==> src/rtl/rec_play_ctrl.sv <==
// rec_play_ctrl: records a serial bit stream into 32-bit memory words and plays it back gaplessly
//   clk, reset (async active-low)     : clock and reset
//   Rec_butt, Play_butt               : one-cycle requests; record wins when both are high
//   bit_in                            : serial record bit, sampled every RECORD cycle
//   mem_addr/mem_we/mem_wdata/mem_re  : word memory port; mem_rdata is valid the cycle after mem_re
//   bit_out, bit_out_valid            : serial playback stream
//   recording, playing, full, word_count : status of the controller and of the last recording
//   Define LOOP_PLAY_EN to make playback wrap to word 0 until a button stops it.
module rec_play_ctrl #(
  parameter int ADDR_W = 10
) (
  input  logic              clk,
  input  logic              reset,
  input  logic              Rec_butt,
  input  logic              Play_butt,
  input  logic              bit_in,
  output logic [ADDR_W-1:0] mem_addr,
  output logic              mem_we,
  output logic [31:0]       mem_wdata,
  output logic              mem_re,
  input  logic [31:0]       mem_rdata,
  output logic              bit_out,
  output logic              bit_out_valid,
  output logic              recording,
  output logic              playing,
  output logic              full,
  output logic [ADDR_W:0]   word_count
);
  typedef enum logic [1:0] {S_IDLE, S_RECORD, S_PLAY_FETCH, S_PLAY} state_e;
  state_e            state_q;
  logic [31:0]       shreg_q, wdata_q;
  logic [4:0]        cnt_q;
  logic [ADDR_W-1:0] wr_addr_q, rd_addr_q, addr_q, nxt_addr;
  logic [ADDR_W:0]   wc_q, rd_nxt;
  logic              we_q, re_q, bit_q, valid_q, rec_q, play_q, full_q;
  logic              last_word, more;
  assign rd_nxt    = {1'b0, rd_addr_q} + (ADDR_W+1)'(1);
  assign last_word = rd_nxt >= wc_q;
`ifdef LOOP_PLAY_EN
  assign more     = 1'b1;
  assign nxt_addr = last_word ? '0 : rd_nxt[ADDR_W-1:0];
`else
  assign more     = !last_word;
  assign nxt_addr = rd_nxt[ADDR_W-1:0];
`endif
  assign mem_addr      = addr_q;
  assign mem_we        = we_q;
  assign mem_wdata     = wdata_q;
  assign mem_re        = re_q;
  assign bit_out       = bit_q;
  assign bit_out_valid = valid_q;
  assign recording     = rec_q;
  assign playing       = play_q;
  assign full          = full_q;
  assign word_count    = wc_q;
  always_ff @(posedge clk or negedge reset)
    if (!reset) begin
      state_q   <= S_IDLE;
      shreg_q   <= '0;
      wdata_q   <= '0;
      cnt_q     <= '0;
      wr_addr_q <= '0;
      rd_addr_q <= '0;
      addr_q    <= '0;
      wc_q      <= '0;
      we_q      <= 1'b0;
      re_q      <= 1'b0;
      bit_q     <= 1'b0;
      valid_q   <= 1'b0;
      rec_q     <= 1'b0;
      play_q    <= 1'b0;
      full_q    <= 1'b0;
    end else begin
      we_q <= 1'b0;
      re_q <= 1'b0;
      if (Rec_butt && state_q != S_RECORD) begin
        state_q   <= S_RECORD;
        cnt_q     <= '0;
        wr_addr_q <= '0;
        wc_q      <= '0;
        full_q    <= 1'b0;
        rec_q     <= 1'b1;
        play_q    <= 1'b0;
        bit_q     <= 1'b0;
        valid_q   <= 1'b0;
      end else case (state_q)
        S_IDLE: begin
          bit_q   <= 1'b0;
          valid_q <= 1'b0;
          if (Play_butt && wc_q != '0) begin
            state_q   <= S_PLAY_FETCH;
            rd_addr_q <= '0;
            addr_q    <= '0;
            re_q      <= 1'b1;
            play_q    <= 1'b1;
          end
        end
        S_RECORD: begin
          if (Rec_butt) begin
            state_q <= S_IDLE;
            rec_q   <= 1'b0;
          end else begin
            shreg_q <= {shreg_q[30:0], bit_in};
            cnt_q   <= cnt_q + 5'd1;
            if (cnt_q == 5'd31) begin
              we_q    <= 1'b1;
              addr_q  <= wr_addr_q;
              wdata_q <= {shreg_q[30:0], bit_in};
              wc_q    <= wc_q + (ADDR_W+1)'(1);
              // the last address ends the recording instead of wrapping the pointer
              if (wr_addr_q == '1) begin
                state_q <= S_IDLE;
                rec_q   <= 1'b0;
                full_q  <= 1'b1;
              end else wr_addr_q <= wr_addr_q + ADDR_W'(1);
            end
          end
        end
        S_PLAY_FETCH: begin
          if (Play_butt) begin
            state_q <= S_IDLE;
            play_q  <= 1'b0;
          end else if (!re_q) begin
            // re_q low means the read strobe has passed and mem_rdata now holds word 0
            shreg_q <= mem_rdata;
            cnt_q   <= '0;
            state_q <= S_PLAY;
          end
        end
        S_PLAY: begin
          if (Play_butt) begin
            state_q <= S_IDLE;
            play_q  <= 1'b0;
            bit_q   <= 1'b0;
            valid_q <= 1'b0;
          end else begin
            bit_q   <= shreg_q[31];
            valid_q <= 1'b1;
            shreg_q <= shreg_q << 1;
            cnt_q   <= cnt_q + 5'd1;
            // strobe lands while cnt is 30 so the word is ready for the reload at cnt 31
            if (cnt_q == 5'd29 && more) begin
              re_q   <= 1'b1;
              addr_q <= nxt_addr;
            end
            if (cnt_q == 5'd31) begin
              if (more) begin
                shreg_q   <= mem_rdata;
                rd_addr_q <= nxt_addr;
              end else begin
                state_q <= S_IDLE;
                play_q  <= 1'b0;
              end
            end
          end
        end
      endcase
    end
endmodule

==> config.mk <==
export PLATFORM = sky130hd
export DESIGN_NAME = rec_play_ctrl
export DESIGN_NICKNAME = d
export VERILOG_FILES = /design/src/rtl/rec_play_ctrl.sv
export SDC_FILE = /design/constraint.sdc
export NUM_CORES = 1
export LEC_CHECK = 0
export BUFFER_PORTS_ARGS = -buffer_cell sky130_fd_sc_hd__buf_4
export CORE_MARGIN = 4
export CORE_UTILIZATION = 50
export CTS_BUF_LIST = sky130_fd_sc_hd__clkbuf_2 sky130_fd_sc_hd__clkbuf_4 sky130_fd_sc_hd__clkbuf_8
export DETAILED_ROUTE_END_ITERATION = 8
export PLACE_DENSITY = 0.8
export SYNTH_ARGS = -nofsm -noshare
export SYNTH_HDL_FRONTEND = slang
export SYNTH_SLANG_ARGS = --single-unit
==> constraint.sdc <==
create_clock -name clk -period 5.4 [get_ports clk]
set_input_delay 0.81 -clock clk [delete_from_list [all_inputs] [get_ports clk]]
set_output_delay 0.81 -clock clk [all_outputs]
set_load 0.01 [all_outputs]
==> results_dict.tcl <==
set metrics [dict create \
    outcome "completed" \
    fin_skew_ns 0.01428 \
    syn2layout_area_growth_pct 18.40 \
    drc 0 \
    first_global_vias 5672 \
    end_kind "flop" \
    htreeDepth 4 \
    root_buffer "clkbuf_8" \
    gp_congestion 0.8615 \
    setup_viol 0 \
    critPathBufInv 1 \
    n_antenna_cell 0 \
    gr-total-overflow 0 \
    sw_frac_of_total 0.4399 \
    rsz0062_at_grt "no" \
    clkPwrFrac 0.214 \
    numCtsBuffers 17 \
    clock_sinks 119 \
    path_depth 11 \
    min_period_ns 3.765 \
    grt_pass1_wl_mm 28.68 \
    synth_seq_area_share 0.4445 \
    clock.fmax_mhz 265.6 \
    r2r_cells 11 \
    core_um2 13190 \
    fin_setup_tns_ns 0 \
    p_sw_mw 1.664 \
    avgSynthCellArea_um2 8.490 \
    pwr-share-comb 0.452 \
    hold_viol_final 0 \
    cp_common_cell "and3_1" \
    clock_latency_ns 0.45 \
    via_per_inst 5.907 \
    cts_tree "built" \
    worst_pin_slew_ns 0.8145 \
    dr.first_iter.drc_count 553 \
    worstPathRequired_ns 5.73 \
    synth-edff-count 0 \
    postCtsResizedCells 0 \
    routed_wl_mm 17.54 \
    dr_total_vias 6196 \
    clockBufferDepth 2 \
    row_count 42 \
    initial_core_util 0.5079 \
    place_hpwl_mm 11.54 \
    fin_crit_sh 0.6973 \
    stdcell_count 1049 \
    dpl_cell_area_um2 7536 \
    design_area_um2 7931 \
    ys_types 52 \
    synth-seq-cells 119 \
    cts_setup_buffers 0 \
    syn-cell-area_um2 6699 \
    layout_common_cells "nand2_1 (182), dfrtp_1 (119), buf_4 (108)" \
    gr-usage-all-layers 0.2360 \
    die_x_um 123.8 \
    ant_nets 0 \
    crit_family "simple AND/OR/NAND/NOR gates" \
    yosys_warnings 0 \
    nFillCells 1154 \
    clkTransAtPathRegs_ns 0.08 \
    dp_cells 1018 \
    crit_chain "ha_1, and3_1, and3_1, and3_1, ha_1, nand2_1, nor4_1, a221oi_4, buf_4, a221oi_1, mux2_2" \
    p_leak_nw 3.622 \
    nets 921 \
    drive_gt1_frac 0.1764 \
    cellPowerDensity_nw_per_um2 477.0 \
    slew_headroom 0.4525 \
    die_h_um 123.8 \
    startpoint_type "flop" \
    ys.flop_type "dfrtp_1" \
    port_buffers 96 \
    vdd_drop_max_uv 500.9 \
    syn_inst 789 \
    arrival_ns 4.09 \
    power.share.sequential 0.334 \
    slowest_stage "nor4_1" \
    ios 97 \
    slowest_delay_ns 0.59 \
    async_reset_ff_frac 1.000 \
    die-area_um2 15310 \
    critical_path_class "reg -> reg" \
    grt_max_degree 67 \
    power_mw 3.783 \
    synth_fp_nets 849 \
    cap_violations 0 \
    intPower_mw 2.119 \
    slew_violations 0 \
    wl_per_cell_um 16.72 \
    antenna_found_initial 0 \
    critical_path.max_fanout 50 \
    hold_path_class "in -> async" \
    layout_commonest_cell "nand2_1" \
    ctsHoldBuffers 0 \
    dr.pass1.iters 5 \
]
-- state kept, by name, summed over array words and instances (netlist names), 2 cells and up --
register / cells
mem_addr: 10
cnt_q: 5
word_count: 11
wr_addr_q: 10
rd_addr_q: 10
shreg_q: 32
state_q: 2
mem_wdata: 32
-- Yosys cell counts (all sizes together) (3+ instances only) --
master | n | area share
xor2 | 7 | 0.0092
nor3 | 13 | 0.0097
buf | 13 | 0.011
nor2 | 60 | 0.034
nand3 | 21 | 0.016
o211ai | 34 | 0.038
a221oi | 9 | 0.013
o21a | 3 | 0.0034
nand4 | 40 | 0.037
and2 | 6 | 0.0056
dfrtp | 119 | 0.44
nor2b | 5 | 0.0047
a211oi | 11 | 0.012
inv | 19 | 0.011
ha | 23 | 0.043
nand2b | 7 | 0.0069
mux2i | 7 | 0.010
xnor2 | 6 | 0.0078
clkbuf | 42 | 0.024
a21oi | 51 | 0.038
o21ai | 20 | 0.015
a22oi | 36 | 0.040
mux2 | 3 | 0.0050
nand2 | 182 | 0.10
a21o | 4 | 0.0045
a31oi | 9 | 0.0084
nor4 | 9 | 0.011
and3 | 8 | 0.0075
-- power groups by stage --
stage	Clock [mW]	Combinational [mW]	Sequential [mW]
6_report	0.811	1.71	1.26
5_1_grt	0.869	1.90	1.29
4_1_cts	0.829	1.69	1.26
3_5_place_dp	0	1.68	1.27
3_3_place_gp	0	1.65	1.27
2_1_floorplan	0	1.22	1.24
-- worst paths after layout --
path                               from           end  slack [ns]
setup reg to reg           rd_addr_q[0]    state_q[1]        1.63
setup / recovery           rd_addr_q[0]    state_q[1]        1.63
hold / removal                    reset  rd_addr_q[1]        0.41
max in group asynchronous         reset      cnt_q[2]        3.70
min in group clk           mem_wdata[0]  mem_wdata[0]        0.48
hold reg to reg            mem_wdata[0]  mem_wdata[0]        0.48
-- logic make-up after synthesis --
logic type	count (synthesis)	share of synthesized area
and+or+nand+nor	359	0.2434
AOI/OAI and AO/OA	191	0.1913
DFF	119	0.4445
buffers and inverters	74	0.04539
adders and majority gates	23	0.04296
xor gates and xnor gates	13	0.01700
muxes	10	0.01550
-- routing by layer --
metal	wire length [um]	vias to the layer above	GRT usage
met5	0	-	0
met4	269	0	0.07059
met3	1132	29	0.05858
met2	8243	213	0.3636
met1	7890	2985	0.3301
li1	-	2969	-
-- through the flow --
step                hold WS, ns  setup WS, ns  utilization
floorplan                0.4601         2.406            -
global placement         0.4625         1.844       0.5713
detailed placement       0.4633         1.700       0.5713
CTS                      0.4169         1.679       0.6013
global route             0.4454         1.478       0.6013
finish                   0.4062         1.635       0.6013
-- final cells by class --
cell class	instances	area (um^2)	share of cell area
multi-input cells	596	3456	0.4357
flip-flops and latches	119	2978	0.3755
repair buffers	108	810.8	0.1022
clock buffers	23	297.8	0.03755
well taps	176	220.2	0.02776
clock inverters	8	97.59	0.01230
inverters	19	71.32	0.008992
-- worst reg2reg max path, stage by stage, from the launching register on --
cell and delay, ns:
dfrtp_1 0.46, ha_1 0.28, and3_1 0.23, and3_1 0.22, and3_1 0.19, ha_1 0.29
nand2_1 0.08, nor4_1 0.59, a221oi_4 0.13, buf_4 0.34, a221oi_1 0.47, mux2_2 0.39
No activity file was read; power rests on OpenSTA's default activity.
